**config.mk**
```make
export PLATFORM = sky130hd
export DESIGN_NAME = fifo_wr_arbiter_flat
export DESIGN_NICKNAME = d
export VERILOG_FILES = /design/src/rtl/fifo_arb_pkg.sv /design/src/rtl/fifo_wr_arbiter_if.sv /design/src/rtl/fifo_arb_rr.sv /design/src/rtl/fifo_wr_arbiter.sv /design/src/flat_wrapper.sv
export SDC_FILE = /design/constraint.sdc
export NUM_CORES = 1
export LEC_CHECK = 0
export BUFFER_PORTS_ARGS = -buffer_cell sky130_fd_sc_hd__buf_2
export CAP_MARGIN = 20
export CORE_AREA = 2 2 39 41
export DETAILED_ROUTE_END_ITERATION = 7
export DIE_AREA = 0 0 41 43
export GPL_TIMING_DRIVEN = 0
export PLACE_DENSITY = 0.83
export SLEW_MARGIN = 20
export SYNTH_ARGS = -nofsm -noshare
export SYNTH_HDL_FRONTEND = slang
export SYNTH_SLANG_ARGS = --single-unit
```
**constraint.sdc**
```tcl
create_clock -name i_sysclk -period 3.2 [get_ports i_sysclk]
set_input_delay 0.64 -clock i_sysclk [delete_from_list [all_inputs] [get_ports i_sysclk]]
set_output_delay 0.64 -clock i_sysclk [all_outputs]
set_load 0.02 [all_outputs]
```
**src/rtl/fifo_arb_pkg.sv**
```systemverilog
// Shared types and constants for the two-requester FIFO write-port arbiter.
// The FSM state type is shared so the bench and the RTL use the same encoding.
package fifo_arb_pkg;

    localparam int unsigned NUM_REQ = 2;
    localparam int unsigned DATA_W  = 8;

    typedef enum logic [0:0] {
        StIdle  = 1'b0,
        StGrant = 1'b1
    } arb_state_e;

endpackage

```
**src/rtl/fifo_wr_arbiter_if.sv**
```systemverilog
// Producer/FIFO-side bundle of the write-port arbiter.
// The master modport is the environment: producers plus the FIFO full flag.
interface fifo_wr_arbiter_if;

    logic                              vld0;
    logic                              vld1;
    logic [fifo_arb_pkg::DATA_W-1:0]   din0;
    logic [fifo_arb_pkg::DATA_W-1:0]   din1;
    logic                              rdy0;
    logic                              rdy1;
    logic                              fifo_full;
    logic                              wr_en;
    logic [fifo_arb_pkg::DATA_W-1:0]   fifo_in;
    logic [fifo_arb_pkg::NUM_REQ-1:0]  gnt;
    logic                              busy;

    modport master (
        output vld0, vld1, din0, din1, fifo_full,
        input  rdy0, rdy1, wr_en, fifo_in, gnt, busy
    );

    modport slave (
        input  vld0, vld1, din0, din1, fifo_full,
        output rdy0, rdy1, wr_en, fifo_in, gnt, busy
    );

endinterface

```
**src/rtl/fifo_arb_rr.sv**
```systemverilog
// Round-robin winner selection for two requesters.
// The last winner is remembered so that a contested grant alternates.
module fifo_arb_rr (
    input  logic i_sysclk,
    input  logic i_rst_b,
    input  logic i_vld0,
    input  logic i_vld1,
    input  logic i_load,
    output logic o_winner
);

    logic r_last_id;
    logic w_winner;

    // A lone requester always wins; a contested grant goes to the one that did not win last.
    assign w_winner = (i_vld0 && i_vld1) ? ~r_last_id : i_vld1;
    assign o_winner = w_winner;

    // Reset to 1 so requester 0 takes the first contested grant.
    always_ff @(posedge i_sysclk or negedge i_rst_b) begin
        if (!i_rst_b) begin
            r_last_id <= 1'b1;
        end else if (i_load) begin
            r_last_id <= w_winner;
        end
    end

endmodule

```
**src/rtl/fifo_wr_arbiter.sv**
```systemverilog
// Two-requester burst arbiter for the FIFO write port; never writes while the FIFO is full.
// Define FIFO_WR_ARB_STATS_EN to add the saturating per-requester accept counters.
module fifo_wr_arbiter
    import fifo_arb_pkg::*;
#(
    parameter int unsigned BURST_LEN = 4,
    parameter int unsigned CNT_W     = 16
) (
    input  logic             i_sysclk,
    input  logic             i_rst_b,
    fifo_wr_arbiter_if.slave bus
`ifdef FIFO_WR_ARB_STATS_EN
    ,
    output logic [CNT_W-1:0] o_wcnt0,
    output logic [CNT_W-1:0] o_wcnt1
`endif
);

    localparam int unsigned          BCNT_W   = $clog2(BURST_LEN + 1);
    localparam logic [BCNT_W-1:0]    LAST_CNT = BCNT_W'(BURST_LEN - 1);

    if (BURST_LEN == 0 || BURST_LEN > 255 || CNT_W == 0) begin : g_param_check
        $error("fifo_wr_arbiter: BURST_LEN must be 1..255 and CNT_W nonzero");
    end

    arb_state_e          r_state;
    arb_state_e          w_state_nxt;
    logic [NUM_REQ-1:0]  r_gnt;
    logic [NUM_REQ-1:0]  w_gnt_nxt;
    logic [BCNT_W-1:0]   r_bcnt;
    logic [BCNT_W-1:0]   w_bcnt_nxt;
    logic                w_load;
    logic                w_winner;
    logic                w_busy;
    logic                w_vld_g;
    logic [DATA_W-1:0]   w_din_g;
    logic                w_accept;

    fifo_arb_rr u_rr (
        .i_sysclk (i_sysclk),
        .i_rst_b  (i_rst_b),
        .i_vld0   (bus.vld0),
        .i_vld1   (bus.vld1),
        .i_load   (w_load),
        .o_winner (w_winner)
    );

    assign w_busy   = (r_state == StGrant);
    assign w_vld_g  = r_gnt[1] ? bus.vld1 : bus.vld0;
    assign w_din_g  = r_gnt[1] ? bus.din1 : bus.din0;
    assign w_accept = w_busy & w_vld_g & ~bus.fifo_full;

    always_comb begin
        w_state_nxt = r_state;
        w_gnt_nxt   = r_gnt;
        w_bcnt_nxt  = r_bcnt;
        w_load      = 1'b0;
        unique case (r_state)
            StIdle: begin
                if (bus.vld0 || bus.vld1) begin
                    w_state_nxt = StGrant;
                    w_gnt_nxt   = w_winner ? 2'b10 : 2'b01;
                    w_bcnt_nxt  = '0;
                    w_load      = 1'b1;
                end
            end
            StGrant: begin
                // Early release wins even when the FIFO is full in the same cycle.
                if (!w_vld_g) begin
                    w_state_nxt = StIdle;
                    w_gnt_nxt   = '0;
                end else if (w_accept) begin
                    w_bcnt_nxt = r_bcnt + 1'b1;
                    if (r_bcnt == LAST_CNT) begin
                        w_state_nxt = StIdle;
                        w_gnt_nxt   = '0;
                    end
                end
            end
            default: begin
                w_state_nxt = StIdle;
                w_gnt_nxt   = '0;
            end
        endcase
    end

    always_ff @(posedge i_sysclk or negedge i_rst_b) begin
        if (!i_rst_b) begin
            r_state <= StIdle;
            r_gnt   <= '0;
            r_bcnt  <= '0;
        end else begin
            r_state <= w_state_nxt;
            r_gnt   <= w_gnt_nxt;
            r_bcnt  <= w_bcnt_nxt;
        end
    end

    assign bus.wr_en   = w_accept;
    assign bus.rdy0    = w_accept & r_gnt[0];
    assign bus.rdy1    = w_accept & r_gnt[1];
    assign bus.fifo_in = w_busy ? w_din_g : '0;
    assign bus.gnt     = r_gnt;
    assign bus.busy    = w_busy;

`ifdef FIFO_WR_ARB_STATS_EN
    logic [CNT_W-1:0] r_wcnt0;
    logic [CNT_W-1:0] r_wcnt1;

    always_ff @(posedge i_sysclk or negedge i_rst_b) begin
        if (!i_rst_b) begin
            r_wcnt0 <= '0;
            r_wcnt1 <= '0;
        end else begin
            if (bus.rdy0 && (r_wcnt0 != '1)) begin
                r_wcnt0 <= r_wcnt0 + 1'b1;
            end
            if (bus.rdy1 && (r_wcnt1 != '1)) begin
                r_wcnt1 <= r_wcnt1 + 1'b1;
            end
        end
    end

    assign o_wcnt0 = r_wcnt0;
    assign o_wcnt1 = r_wcnt1;
`endif

endmodule

```
**src/flat_wrapper.sv**
```systemverilog
// flat-port wrapper written by rule: the top's interface ports become plain ports
module fifo_wr_arbiter_flat import fifo_arb_pkg::*;
#(
    parameter int unsigned BURST_LEN = 4,
    parameter int unsigned CNT_W     = 16
)
  (i_sysclk, i_rst_b, bus_vld0, bus_vld1, bus_din0, bus_din1, bus_fifo_full, bus_rdy0, bus_rdy1, bus_wr_en, bus_fifo_in, bus_gnt, bus_busy);
  fifo_wr_arbiter_if bus_i ();
  input  logic i_sysclk;
  input  logic i_rst_b;
  input wire logic [$bits(bus_i.vld0)-1:0] bus_vld0;
  input wire logic [$bits(bus_i.vld1)-1:0] bus_vld1;
  input wire logic [$bits(bus_i.din0)-1:0] bus_din0;
  input wire logic [$bits(bus_i.din1)-1:0] bus_din1;
  input wire logic [$bits(bus_i.fifo_full)-1:0] bus_fifo_full;
  output wire logic [$bits(bus_i.rdy0)-1:0] bus_rdy0;
  output wire logic [$bits(bus_i.rdy1)-1:0] bus_rdy1;
  output wire logic [$bits(bus_i.wr_en)-1:0] bus_wr_en;
  output wire logic [$bits(bus_i.fifo_in)-1:0] bus_fifo_in;
  output wire logic [$bits(bus_i.gnt)-1:0] bus_gnt;
  output wire logic [$bits(bus_i.busy)-1:0] bus_busy;
  assign bus_i.vld0 = bus_vld0;
  assign bus_i.vld1 = bus_vld1;
  assign bus_i.din0 = bus_din0;
  assign bus_i.din1 = bus_din1;
  assign bus_i.fifo_full = bus_fifo_full;
  assign bus_rdy0 = bus_i.rdy0;
  assign bus_rdy1 = bus_i.rdy1;
  assign bus_wr_en = bus_i.wr_en;
  assign bus_fifo_in = bus_i.fifo_in;
  assign bus_gnt = bus_i.gnt;
  assign bus_busy = bus_i.busy;
  fifo_wr_arbiter #(.BURST_LEN(BURST_LEN), .CNT_W(CNT_W)) u_core (.i_sysclk(i_sysclk), .i_rst_b(i_rst_b), .bus(bus_i));
endmodule
```
==> Word level (Yosys, flattened, before mapping) <==
Index checks and enable logic that the tools add are counted.
{ "word_totals": {"register_bits": 7, "output_inout_bits": 14, "input_bits": 21} }
{ "classes": {"n_bitwise": 7, "eq_ne": 6, "n_reduce_logical": 4, "add_sub_neg": 1, "muxes": 20} }
{ "op_table": {"columns": ["operator", "count"], "rows": [
  ["two-way mux 8 bit", 2],
  ["two-way mux 2 bit", 5],
  ["two-way mux 3 bit", 3],
  ["two-way mux 1 bit", 7],
  ["!= test 3 bit (second input constant)", 2],
  ["case mux 3 bit (2 select lines)", 1],
  ["AND reduction 3 bit", 2],
  ["bitwise AND 1 bit", 4],
  ["!= test 2 bit (second input constant)", 2],
  ["case mux 2 bit (2 select lines)", 1],
  ["adder 3 x 1 -> 3 bit (second input constant)", 1],
  ["equality test 3 x 2 -> 1 bit (second input constant)", 1],
  ["NOT 1 bit", 3],
  ["!= test 2 x 1 -> 1 bit (second input constant)", 1],
  ["case mux 1 bit (2 select lines)", 1],
  ["logical AND 1 bit", 1],
  ["logical OR 1 bit", 1]
]} }

==> Logic depth before layout (Yosys ltp) <==
Gate-level depths: netlist of run 1.
{ "depth": {"word_depth": 6, "ltp_mapped": 5} }

==> Hierarchy <==
Synthesis of run 1 repeated with hierarchy kept, for this count alone.
{ "hier_totals": {"cells_unflattened": 53, "hier_area_um2": 529.3} }
{ "modules_own_cells": {"columns": ["module", "instances", "seq_area_each_um2", "cells_per_inst", "area_each_um2"], "rows": [
  ["fifo_wr_arbiter", 1, 150.1, 50, 476.7],
  ["fifo_arb_rr", 1, 26.3, 3, 52.6]
]} }

==> Worst setup path after synthesis of run 1 <==
OpenSTA, ideal clock, no wires.
{ "synth_timing": {"path_type": "input port to output port", "startpoint": "input port bus_vld1", "endpoint": "output port bus_rdy0", "arrival_ns": 1.455, "required_ns": 2.560, "path_slack_ns": 1.105, "n_path_buf": 0, "path_stages": 3, "path_cell_list": "mux2i_1 > nor3b_4 > and2_1"} }
{ "synth_between": {"elab_chain_cells": 4} }
{ "synth_rtl": {"columns": ["element", "line", "source"], "rows": [
  ["from (decl)", "flat_wrapper.sv:12", "input wire logic [$bits(bus_i.vld1)-1:0] bus_vld1;"],
  ["two-way mux 1 bit", "fifo_wr_arbiter.sv:49", "assign w_vld_g = r_gnt[1] ? bus.vld1 : bus.vld0;"],
  ["bitwise AND 1 bit (2 in a row)", "fifo_wr_arbiter.sv:51", "assign w_accept = w_busy & w_vld_g & ~bus.fifo_full;"],
  ["named net bus_wr_en", "flat_wrapper.sv:18", "output wire logic [$bits(bus_i.wr_en)-1:0] bus_wr_en;"],
  ["bitwise AND 1 bit", "fifo_wr_arbiter.sv:100", "assign bus.rdy0 = w_accept & r_gnt[0];"],
  ["to (decl)", "flat_wrapper.sv:16", "output wire logic [$bits(bus_i.rdy0)-1:0] bus_rdy0;"]
]} }
The timed path passes the listed nets, and every way through them passes these cells.

==> Final worst setup path of run 1 <==
{ "layout_timing": {"startpoint": "input port bus_vld0", "endpoint": "output port bus_rdy0"} }
{ "layout_between": {"elab_chain_cells": 4} }
{ "layout_rtl": {"columns": ["element", "line", "source"], "rows": [
  ["from (decl)", "flat_wrapper.sv:11", "input wire logic [$bits(bus_i.vld0)-1:0] bus_vld0;"],
  ["two-way mux 1 bit", "fifo_wr_arbiter.sv:49", null],
  ["bitwise AND 1 bit (2 in a row)", "fifo_wr_arbiter.sv:51", null],
  ["bitwise AND 1 bit", "fifo_wr_arbiter.sv:100", null]
]} }
No other way between the ends.

==> results of run 1 <==
worst register-to-register path, delay by kind of cell, from the launching register on:
kind	cells	cell delay (ns)
AO/OA/AOI/OAI	1	0.11
adder cells (fa/ha/maj)	2	0.37
flip-flops	1	0.39
AND/OR/NAND/NOR	2	0.35
placed cells by master (no fill, tap or decap):
| master | n |
|---|---|
| inv_1 | 2 |
| o22a_1 | 1 |
| or2_1 | 1 |
| nor3b_4 | 1 |
| dfstp_2 | 1 |
| dfrtp_1 | 6 |
| ha_1 | 2 |
| a22o_1 | 1 |
| nand2_1 | 7 |
| buf_2 | 35 |
| o21bai_1 | 1 |
| and2_1 | 2 |
| clkbuf_1 | 2 |
| o2bb2ai_1 | 1 |
| clkbuf_4 | 3 |
| nor2b_1 | 10 |
| mux2i_1 | 12 |
| o22ai_1 | 2 |
power by group through the flow:
stage	sequential (mW)	clock [mW]	combinational, mW
finish	0.150	0.0803	0.283
global route	0.154	0.0877	0.314
CTS	0.150	0.0846	0.287
detailed placement	0.151	0	0.287
global placement	0.150	0	0.280
floorplan	0.162	0	0.190
Yosys cell counts:
master | instances | area, um2
mux2i_1 | 12 | 120
nor2b_1 | 10 | 62.6
nand2_1 | 7 | 26.3
dfrtp_1 | 6 | 150
and2_1 | 2 | 12.5
ha_1 | 2 | 25.0
inv_1 | 2 | 7.51
o22ai_1 | 2 | 12.5
a22o_1 | 1 | 8.76
buf_2 | 1 | 5.00
clkbuf_1 | 1 | 3.75
dfstp_2 | 1 | 26.3
nor3b_4 | 1 | 18.8
o21bai_1 | 1 | 7.51
o22a_1 | 1 | 8.76
o2bb2ai_1 | 1 | 8.76
or2_1 | 1 | 6.26
sequential cells by signal, summed over array words and instances, names as in the netlist:
name and flops:
u_core.r_bcnt 3, u_core.bus.gnt 2, u_core.bus.busy 1, u_core.u_rr.r_last_id 1
worst paths after layout:
check | slack, ns | cells past startpoint | to
max in group asynchronous | 2.76 | 1 | u_core.u_rr.r_last_id
hold reg to reg | 0.49 | 1 | u_core.r_bcnt[0]
setup reg to reg | 1.90 | 5 | u_core.bus.gnt[0]
setup / recovery | 1.0 | 5 | bus_rdy0
min in group i_sysclk | 0.49 | 1 | u_core.r_bcnt[0]
hold / removal | 0.21 | 1 | u_core.bus.gnt[1]
routing by layer:
| metal | vias up | track usage | routed length [um] |
|---|---|---|---|
| li1 | 255 | - | - |
| met1 | 229 | 0.125 | 436 |
| met2 | 31 | 0.228 | 526 |
| met3 | 0 | 0.0681 | 162 |
| met4 | 0 | 0.0400 | 0 |
| met5 | - | 0 | 0 |
cell type report:
type / count / area (um2) / area share
Multi-Input combinational cell: 41 / 318 / 0.437
Clock buffer: 4 / 26.3 / 0.0361
Inverter: 2 / 7.51 / 0.0103
Buffer: 2 / 8.76 / 0.0120
Timing Repair Buffer: 34 / 170 / 0.234
Tap cell: 16 / 20.0 / 0.0275
Sequential cell: 7 / 176 / 0.243
cells by family (layout without fill, tap and decap cells):
kind of cell | after synthesis | after routing | synth area share
fa+ha+maj | 2 | 2 | 0.0490
buf+inv | 4 | 42 | 0.0319
mux | 12 | 12 | 0.235
flops | 7 | 7 | 0.346
compound gates | 6 | 6 | 0.0907
simple gates | 21 | 21 | 0.248
==> impl_results.md, run 1 <==
* Status: complete, no violations
* Root Buffer: clkbuf_4
* Highest clock rate at ~450 MHz
* Post-layout nets at 114
* CTS hold repair buffers at 0
* Total of max-cap violations at 0
* Measured slew at the worst slew-check pin at 0.325 ns
* CP max FO at 6
* Syn Inst Count at 52
* Fin. Hold Viols at 0
* Routed WL at approximately 1.1 mm
* Combinational Power Share at 0.552
* Post-synthesis area per instance at 9.82 um2
* Proportion of layout cells with a drive suffix above 1 at 0.444
* Die area at 1760 um2
* Gp weighted congestion at 0.713
* CP Data Required Time at 2.56 ns
* DRC at 0
* Via count at 515
* Slowest CP cell: nor3b_4
* Hold Crit Class: in -> async
* Flop pwr share at 0.292
* Core Area at 1380 um2
* Dpl hpwl at 915 um
* Drt wl/cell at 10.6 um
* WP buf/inv at 2
* Setup Buffers After CTS at 0
* WHS at 0.211 ns
* CTS clk-pin slew, worst paths at roughly 0.050 ns
* CP Capture Type: output port
* Post-DP Area at 701 um2
* Gr usage total at 0.131
* Cell area after layout at 727 um2
* Fin Clk Skew at 0.00270 ns
* Synthesized Nets at between 70 and 80
* # setup viols final at 0
* Final core utilization at 0.525
* Pwr per Cell Area at 706 nW/um2
* Final setup margin at between 0.9 and 1 ns
* First-pass GRT wire length at 1.57 mm
* Worst-Skew Late Latency at approximately 0.25 ns
* CTS Sinks at 7
* Sw Ratio at 0.424
* Final period utilization at 0.688
* Synth unique cells at 17
* DR pass1 iterations at 3
* Worst slew margin at 0.777
* Vias per Instance at 4.86
* Largest net degree at the start of global routing at 11
* Initial DRC Count at 8
* RSZ-0062 raised after global routing: false
* Max Slew Vio Count at 0
* CTS H-Tree Depth at 1
* Worst path max stage delay at ~0.34 ns
* Cell mode on critical path: buf_2
* Ys Warns at 0
* Non-Filler Instances at 106
* Net Sw Power at 218 uW
* Worst setup SP type: input port
* Worst path cell trace: buf_2 -> mux2i_1 -> nor3b_4 -> and2_1 -> buf_2
* Arrival time worst endpoint at between 1.5 and 2 ns
* Sequential share of the synthesized area at 0.346
* Crit Path Class: in -> out
* Total power at approximately 510 uW
* Die height at approximately 43 um
* Leak at 0.377 nW
* #FFs+latches synth at 7
* Clock Power Share at 0.157
* FP Rows at 14
* Max clock buf depth at 2
* TritonCTS buffer count at 3
* Internal at 295 uW
* Final worst path period need at 2.20 ns
* Filler cells at 137
* Setup slack after placement at between 0.9 and 1 ns
* Vias in the first global route at between 400 and 500
* Buffers on Ports at 34
* Crit. Startpoint: bus_vld0
* Ports at 35
* Die width at 41 um
* Initial cell density of the core at 0.369
* DP Cell Count at roughly 100
* VDD IR max at 0.000340 V
* Synthesized cell area at a little over 500 um2
* CTS tree: done
* CP top delay family: simple AND/OR/NAND/NOR gates
* Ant. Diodes at 0
* TNS Setup at 0 ns
* Worst R2R Start: u_core.r_bcnt[0]
* Gates resized, CTS repair at 0
* Antenna violations before repair at 0
* Final antenna-violating net count at 0
* Synth-to-Final Area Change at 42.4%
* GRT overflow at 0
Note: power is estimated with default switching activity, not from simulation.
==> run 2, diff against run 1 <==
Settings changed: CORE_AREA 2 2 39 41 to unset, CORE_UTILIZATION set to 39, DIE_AREA 0 0 41 43 to unset, PLACE_DENSITY 0.83 to 0.84.
Clock period 3.2 ns to 2.2 ns, I/O delays scaled along.
==> impl_results.md, run 2 (synthesis gave the netlist of run 1 again) <==
* Gp weighted congestion at 0.773 (was 0.713)
* Worst R2R Setup Slack at 0.88 ns (was 1.90 ns)
* Final antenna-violating net count at 0 (unchanged)
* Ports at 35 (unchanged)
* Max clock buf depth at 2 (unchanged)
* TritonCTS buffer count at 3 (unchanged)
* Buffers on Ports at 34 (unchanged)
* CP Capture Type: output port (unchanged)
* Hold path depth at 1
* Clock Power Share at 0.165 (was 0.157)
* DRC at 0 (unchanged)
* DP Cell Count at 100 (was 102)
* Initial DRC Count at 12 (was 8)
* Gates resized, CTS repair at 0 (unchanged)
* Status: complete, no violations (unchanged)
* Max Slew Vio Count at 0 (unchanged)
* CTS hold repair buffers at 1 (was 0)
* # setup viols final at 0 (unchanged)
* Highest clock rate at ~500 MHz
* Slowest CP cell: dfrtp_1 (was nor3b_4)
* CP Data Required Time at 1.76 ns (was 2.56 ns)
* Die height at 38.2 um (was 43 um)
* Largest register by flop count: u_core.r_bcnt (unchanged)
* R2r endpoint: u_core.bus.gnt[0] (unchanged)
* CP max FO at 6 (unchanged)
* Proportion of layout cells with a drive suffix above 1 at 0.440 (was 0.444)
* Die area at 1460 um2 (was 1760 um2)
* CTS Sinks at 7 (unchanged)
* Most frequent cells in the layout: buf_2 (35), mux2i_1 (12), nor2b_1 (10) (unchanged)
* WHS at 0.487 ns (was 0.211 ns)
* Fin. Hold Viols at 0 (unchanged)
* Die width at 38.2 um (was 41 um)
* Setup Buffers After CTS at 0 (unchanged)
* Root Buffer: clkbuf_4 (unchanged)
* Worst R2R Start: u_core.r_bcnt[0] (unchanged)
* Total of max-cap violations at 0 (unchanged)
* DR pass1 iterations at 4 (was 3)
* Arrival time worst endpoint at 1.51 ns (was 1.56 ns)
* Worst path cell trace: mux2i_1 -> nor3b_4 -> and2_1 -> buf_2 (was buf_2 -> mux2i_1 -> nor3b_4 -> and2_1 -> buf_2)
* Cell area after layout at 734 um2 (was 727 um2)
* Flop pwr share at 0.285 (was 0.292)
* Non-Filler Instances at 105 (was 106)
* Routed WL at 1.22 mm (was 1.13 mm)
* VDD IR max at 0.000704 V (was 0.000340 V)
* First-pass GRT wire length at 1.79 mm (was 1.57 mm)
* Worst slew margin at 0.795 (was 0.777)
* RSZ-0062 raised after global routing: false (unchanged)
* WHS Endpoint: u_core.r_bcnt[0]
* Setup slack after placement at 0.382 ns (was 0.987 ns)
* FP Rows at 12 (was 14)
* Pwr per Cell Area at 1030 nW/um2 (was 706 nW/um2)
* Max reg flops at 3 (unchanged)
* TNS Setup at 0 ns (unchanged)
* Leak at 0.382 nW (was 0.377 nW)
* Synth-to-Final Area Change at 43.9% (was 42.4%)
* Ant. Diodes at 0 (unchanged)
* Antenna violations before repair at 0 (unchanged)
* Final worst path period need at 1.95 ns
* Gr usage total at 0.194 (was 0.131)
* Worst-Skew Late Latency at 0.27 ns (was 0.25 ns)
* Via count at 515 (unchanged)
* CTS H-Tree Depth at 1 (unchanged)
* Initial cell density of the core at 0.442 (was 0.369)
* Worst path max stage delay at 0.39 ns (was 0.34 ns)
* CTS clk-pin slew, worst paths at 0.06 ns (was 0.05 ns)
* Internal at 431 uW (was 295 uW)
* Dpl hpwl at 944 um (was 915 um)
* Commonest non-fill, non-tap cell in the layout: buf_2 (unchanged)
* Core Area at 1160 um2 (was 1380 um2)
* Worst hold start: u_core.r_bcnt[0]
* Filler cells at 103 (was 137)
* Measured slew at the worst slew-check pin at 0.299 ns (was 0.325 ns)
* Crit Path Class: reg -> out (was in -> out)
* Total power at 760 uW (was 513 uW)
* Hold Crit Class: reg -> reg (was in -> async)
* Drt wl/cell at 11.6 um (was 10.6 um)
* Final core utilization at 0.635 (was 0.525)
* Final period utilization at 0.887
* Vias per Instance at 4.90 (was 4.86)
* R2R cell count at 5 (unchanged)
* Post-layout nets at 115 (was 114)
* Sw Ratio at 0.433 (was 0.424)
* Net Sw Power at 329 uW (was 218 uW)
* Largest net degree at the start of global routing at 11 (unchanged)
* Vias in the first global route at 405 (was 431)
* GRT overflow at 0 (unchanged)
* Combinational Power Share at 0.549 (was 0.552)
* Final setup margin at 0.248 ns (was 0.997 ns)
* Post-DP Area at 698 um2 (was 701 um2)
* CTS tree: done (unchanged)
* Fin Clk Skew at 0.00316 ns (was 0.00270 ns)
* Worst setup SP type: register (was input port)
[run 2: how the worst max path moves through the flow]
stage | depth (start not counted) | startpoint | endpoint | slack, ns
2_1_floorplan | 3 | u_core.bus.gnt[1] | bus_rdy0 | 0.40
3_3_place_gp | 5 | bus_vld1 | bus_rdy0 | 0.41
3_5_place_dp | 5 | bus_vld0 | bus_rdy0 | 0.38
4_1_cts | 4 | u_core.bus.gnt[1] | bus_rdy0 | 0.24
5_1_grt | 4 | u_core.bus.gnt[1] | bus_rdy0 | 0.15
6_report | 4 | u_core.bus.gnt[1] | bus_rdy0 | 0.25
[run 2: cell type report]
cell class | count | area (um2) | area share
Buffer | 2 | 8.76 | 0.0119
Clock buffer | 4 | 26.3 | 0.0358
Timing Repair Buffer | 35 | 180 | 0.245
Sequential cell | 7 | 176 | 0.240
Multi-Input combinational cell | 41 | 318 | 0.433
Inverter | 2 | 7.51 | 0.0102
Tap cell | 14 | 17.5 | 0.0239
[run 2: critical path, delay by kind of cell, from the launching register on]
family | cells | cell delay, ns
and+or+nand+nor | 2 | 0.52
DFF | 1 | 0.39
muxes | 1 | 0.17
buffers and inverters | 1 | 0.16
[run 2: per-layer routing]
layer / GRT usage / routed length (um) / up-vias / share of wire
met4: 0.161 / 39 / 0 / 0.032
met5: 0 / 0 / - / 0
li1: - / - / 258 / -
met1: 0.247 / 490 / 238 / 0.40
met2: 0.267 / 632 / 15 / 0.52
met3: 0.0523 / 57 / 4 / 0.047
[run 2: power groups by stage]
stage	Sequential (mW)	Combinational [mW]	Clock, mW
final	0.217	0.417	0.126
after detailed placement	0.219	0.417	0
after global routing	0.226	0.453	0.129
after floorplan	0.236	0.276	0
after CTS	0.216	0.420	0.127
after global placement	0.216	0.410	0
==> run 3, diff against run 2 <==
Settings changed: ABC_AREA set to 1, CTS_CLUSTER_DIAMETER set to 40.
==> impl_results.md, run 3 <==
* Commonest non-fill, non-tap cell in the layout: buf_2 (unchanged)
* Final antenna-violating net count at 0 (unchanged)
* Ys Warns at 0 (unchanged)
* Syn Inst Count at 75 (was 52)
* Post-layout nets at 137 (was 115)
* First-pass GRT wire length at 1.73 mm (was 1.79 mm)
* Synthesized Nets at 98 (was 75)
* Worst R2R Setup Slack at 1.02 ns (was 0.88 ns)
* Non-Filler Instances at 127 (was 105)
* Routed WL at 1.11 mm (was 1.22 mm)
* Synth async-reset ratio at 1.00 (unchanged)
* Drt wl/cell at 8.76 um (was 11.6 um)
* Top-area cell type share of the netlist area at 0.286 (was 0.294)
* Initial DRC Count at 10 (was 12)
* CTS H-Tree Depth at 1 (unchanged)
* Setup Buffers After CTS at 0 (unchanged)
* Gp weighted congestion at 0.773 (about the same)
* Worst R2R Start: u_core.r_bcnt[0] (unchanged)
* Largest net degree at the start of global routing at 11 (unchanged)
* Hold Crit Class: in -> async (was reg -> reg)
* VDD IR max at 0.000652 V (was 0.000704 V)
* Pwr per Cell Area at 1270 nW/um2 (was 1030 nW/um2)
* Synth-to-Final Area Change at 40.8% (was 43.9%)
* Synthesized cell area at 524 um2 (was 510 um2)
* Die height at 38.7 um (was 38.2 um)
* #FFs+latches synth at 7 (unchanged)
* Measured slew at the worst slew-check pin at 0.203 ns (was 0.299 ns)
* Post-synth EDFFs at 0 (unchanged)
* CTS hold repair buffers at 0 (was 1)
* CTS Sinks at 7 (unchanged)
* R2r endpoint: u_core.bus.gnt[0] (unchanged)
* Max clock buf depth at 2 (unchanged)
* DP Cell Count at 123 (was 100)
* Final setup margin at 0.423 ns (was 0.248 ns)
* Worst-Skew Late Latency at 0.25 ns (was 0.27 ns)
* Largest register by flop count: u_core.r_bcnt (unchanged)
* Initial cell density of the core at 0.448 (was 0.442)
* Synth unique cells at 19 (was 17)
* Top FF cell, synth: dfrtp_1 (unchanged)
* Post-DP Area at 712 um2 (was 698 um2)
* Root Buffer: clkbuf_4 (unchanged)
* Final worst path period need at 1.78 ns (was 1.95 ns)
* Largest area contributor in the synthesized netlist: dfrtp_1 (unchanged)
* CTS tree: done (unchanged)
* Worst setup SP type: register (unchanged)
* Die width at 38.7 um (was 38.2 um)
* Max reg flops at 3 (unchanged)
* CP Capture Type: output port (unchanged)
* Total of max-cap violations at 0 (unchanged)
* # setup viols final at 0 (unchanged)
* Dpl hpwl at 916 um (was 944 um)
* Cell area after layout at 738 um2 (was 734 um2)
* FP Rows at 12 (unchanged)
* Worst slew margin at 0.863 (was 0.795)
* Final period utilization at 0.808 (was 0.887)
* Sequential share of the synthesized area at 0.337 (was 0.346)
* CP Data Required Time at 1.76 ns (about the same)
* Gr usage total at 0.172 (was 0.194)
* DR pass1 iterations at 4 (unchanged)
* Fin. Hold Viols at 0 (unchanged)
* Post-synthesis area per instance at 6.99 um2 (was 9.82 um2)
* GRT overflow at 0 (unchanged)
* TritonCTS buffer count at 3 (unchanged)
* Buffers on Ports at 34 (unchanged)
* DRC at 0 (unchanged)
* Crit Path Class: reg -> out (unchanged)
* R2R cell count at 7 (was 5)
* Top cells by area, synth: dfrtp_1 (29%), nor2_1 (13%), nand2_1 (10%), o21ai_0 (9.5%), inv_1 (6.4%) (was dfrtp_1 (29%), mux2i_1 (24%), nor2b_1 (12%), dfstp_2 (5.1%), nand2_1 (5.1%))
* Highest clock rate at 563 MHz (was 512 MHz)
* Leak at 0.455 nW (was 0.382 nW)
* Proportion of layout cells with a drive suffix above 1 at 0.416 (was 0.440)
* Setup slack after placement at 0.677 ns (was 0.382 ns)
* CP max FO at 10 (was 6)
* Most common cell in the synthesized netlist: nor2_1 (was mux2i_1)
* Antenna violations before repair at 0 (unchanged)
* Crit. Startpoint: u_core.bus.gnt[1] (unchanged)
* Core Area at 1170 um2 (was 1160 um2)
* Fin Clk Skew at 0.00181 ns (was 0.00316 ns)
* Vias per Instance at 4.57 (was 4.90)
* TNS Setup at 0 ns (unchanged)
* Die area at 1490 um2 (was 1460 um2)
* Crit path to: bus_rdy1 (was bus_rdy0)
* RSZ-0062 raised after global routing: false (unchanged)
* Ports at 35 (unchanged)
* Vias in the first global route at 465 (was 405)
* Arrival time worst endpoint at 1.34 ns (was 1.51 ns)
* CTS clk-pin slew, worst paths at 0.05 ns (was 0.06 ns)
* Most frequent cells in the layout: buf_2 (35), nor2_1 (18), nand2_1 (14) (was buf_2 (35), mux2i_1 (12), nor2b_1 (10))
* Post-synth top cells: nor2_1 (18), nand2_1 (14), o21ai_0 (10) (was mux2i_1 (12), nor2b_1 (10), nand2_1 (7))
* Status: complete, no violations (unchanged)
* Gates resized, CTS repair at 0 (unchanged)
* Ant. Diodes at 0 (unchanged)
* Via count at 580 (was 515)
* Max Slew Vio Count at 0 (unchanged)
[run 3: changes by cell type in the layout (fill, tap and decap cells not counted), sizes merged, moves of 2 or more]
| cell | previous run | this run |
|---|---|---|
| nor2b | 10 | 0 |
| mux2i | 12 | 0 |
| and2 | 2 | 0 |
| nor2 | 0 | 18 |
| inv | 2 | 10 |
| nand3 | 0 | 5 |
| o21ai | 0 | 10 |
| nand2 | 7 | 17 |
| o22ai | 2 | 0 |
[run 3: report_power, final]
group          switching, mW  leakage (nW)  internal, mW
sequential            0.0411        0.0885         0.187
combinational          0.388         0.351         0.206
clock                 0.0441        0.0150        0.0690
[run 3: kinds of logic (layout without fill, tap and decap cells)]
| group | count (synthesis) | count (layout) | synth area share |
|---|---|---|---|
| flops | 7 | 7 | 0.337 |
| fa+ha+maj | 2 | 2 | 0.0477 |
| compound gates | 11 | 11 | 0.105 |
| buf+inv | 13 | 51 | 0.119 |
| simple gates | 42 | 42 | 0.391 |
[run 3: worst max-delay path: stages, from the launching register on]
cell and delay, ns:
dfrtp_1 0.40, inv_2 0.16, nand2_2 0.08, nand2_4 0.08
nand3_4 0.10, nor2_1 0.10, buf_2 0.17
[run 3: worst min path at each step]
stage	from	to	slack, ns	cells past startpoint
global placement	i_rst_b	u_core.r_bcnt[1]	0.28	1
detailed placement	i_rst_b	u_core.r_bcnt[1]	0.28	1
CTS	i_rst_b	u_core.r_bcnt[1]	0.01	1
floorplan	i_rst_b	u_core.bus.busy	0.14	0
global route	i_rst_b	u_core.r_bcnt[0]	0.02	1
finish	i_rst_b	u_core.r_bcnt[0]	0.02	1
[run 3: per-layer routing]
layer,part of all wire,up-vias,global-route usage
met5,0,-,0
met4,0.018,0,0.103
met3,0.11,2,0.0173
met2,0.44,31,0.313
met1,0.42,235,0.187
li1,-,312,-
[run 3: final cells by class]
cell class	instances	area (um2)
flip-flops and latches	7	176
multi-input cells	55	285
inverters	11	46.3
repair buffers	34	170
well taps	14	17.5
plain buffers	2	16.3
fillers	103	433
clock buffers	4	26.3
[run 3: per-stage QoR]
| stage | util | power [mW] | hold slack, ns |
|---|---|---|---|
| after floorplan | - | 0.656 | 0.144 |
| after global placement | 0.608 | 0.818 | 0.279 |
| after detailed placement | 0.608 | 0.832 | 0.285 |
| after CTS | 0.630 | 0.952 | 0.0142 |
| after global routing | 0.630 | 1.03 | 0.0246 |
| final | 0.630 | 0.935 | 0.0183 |
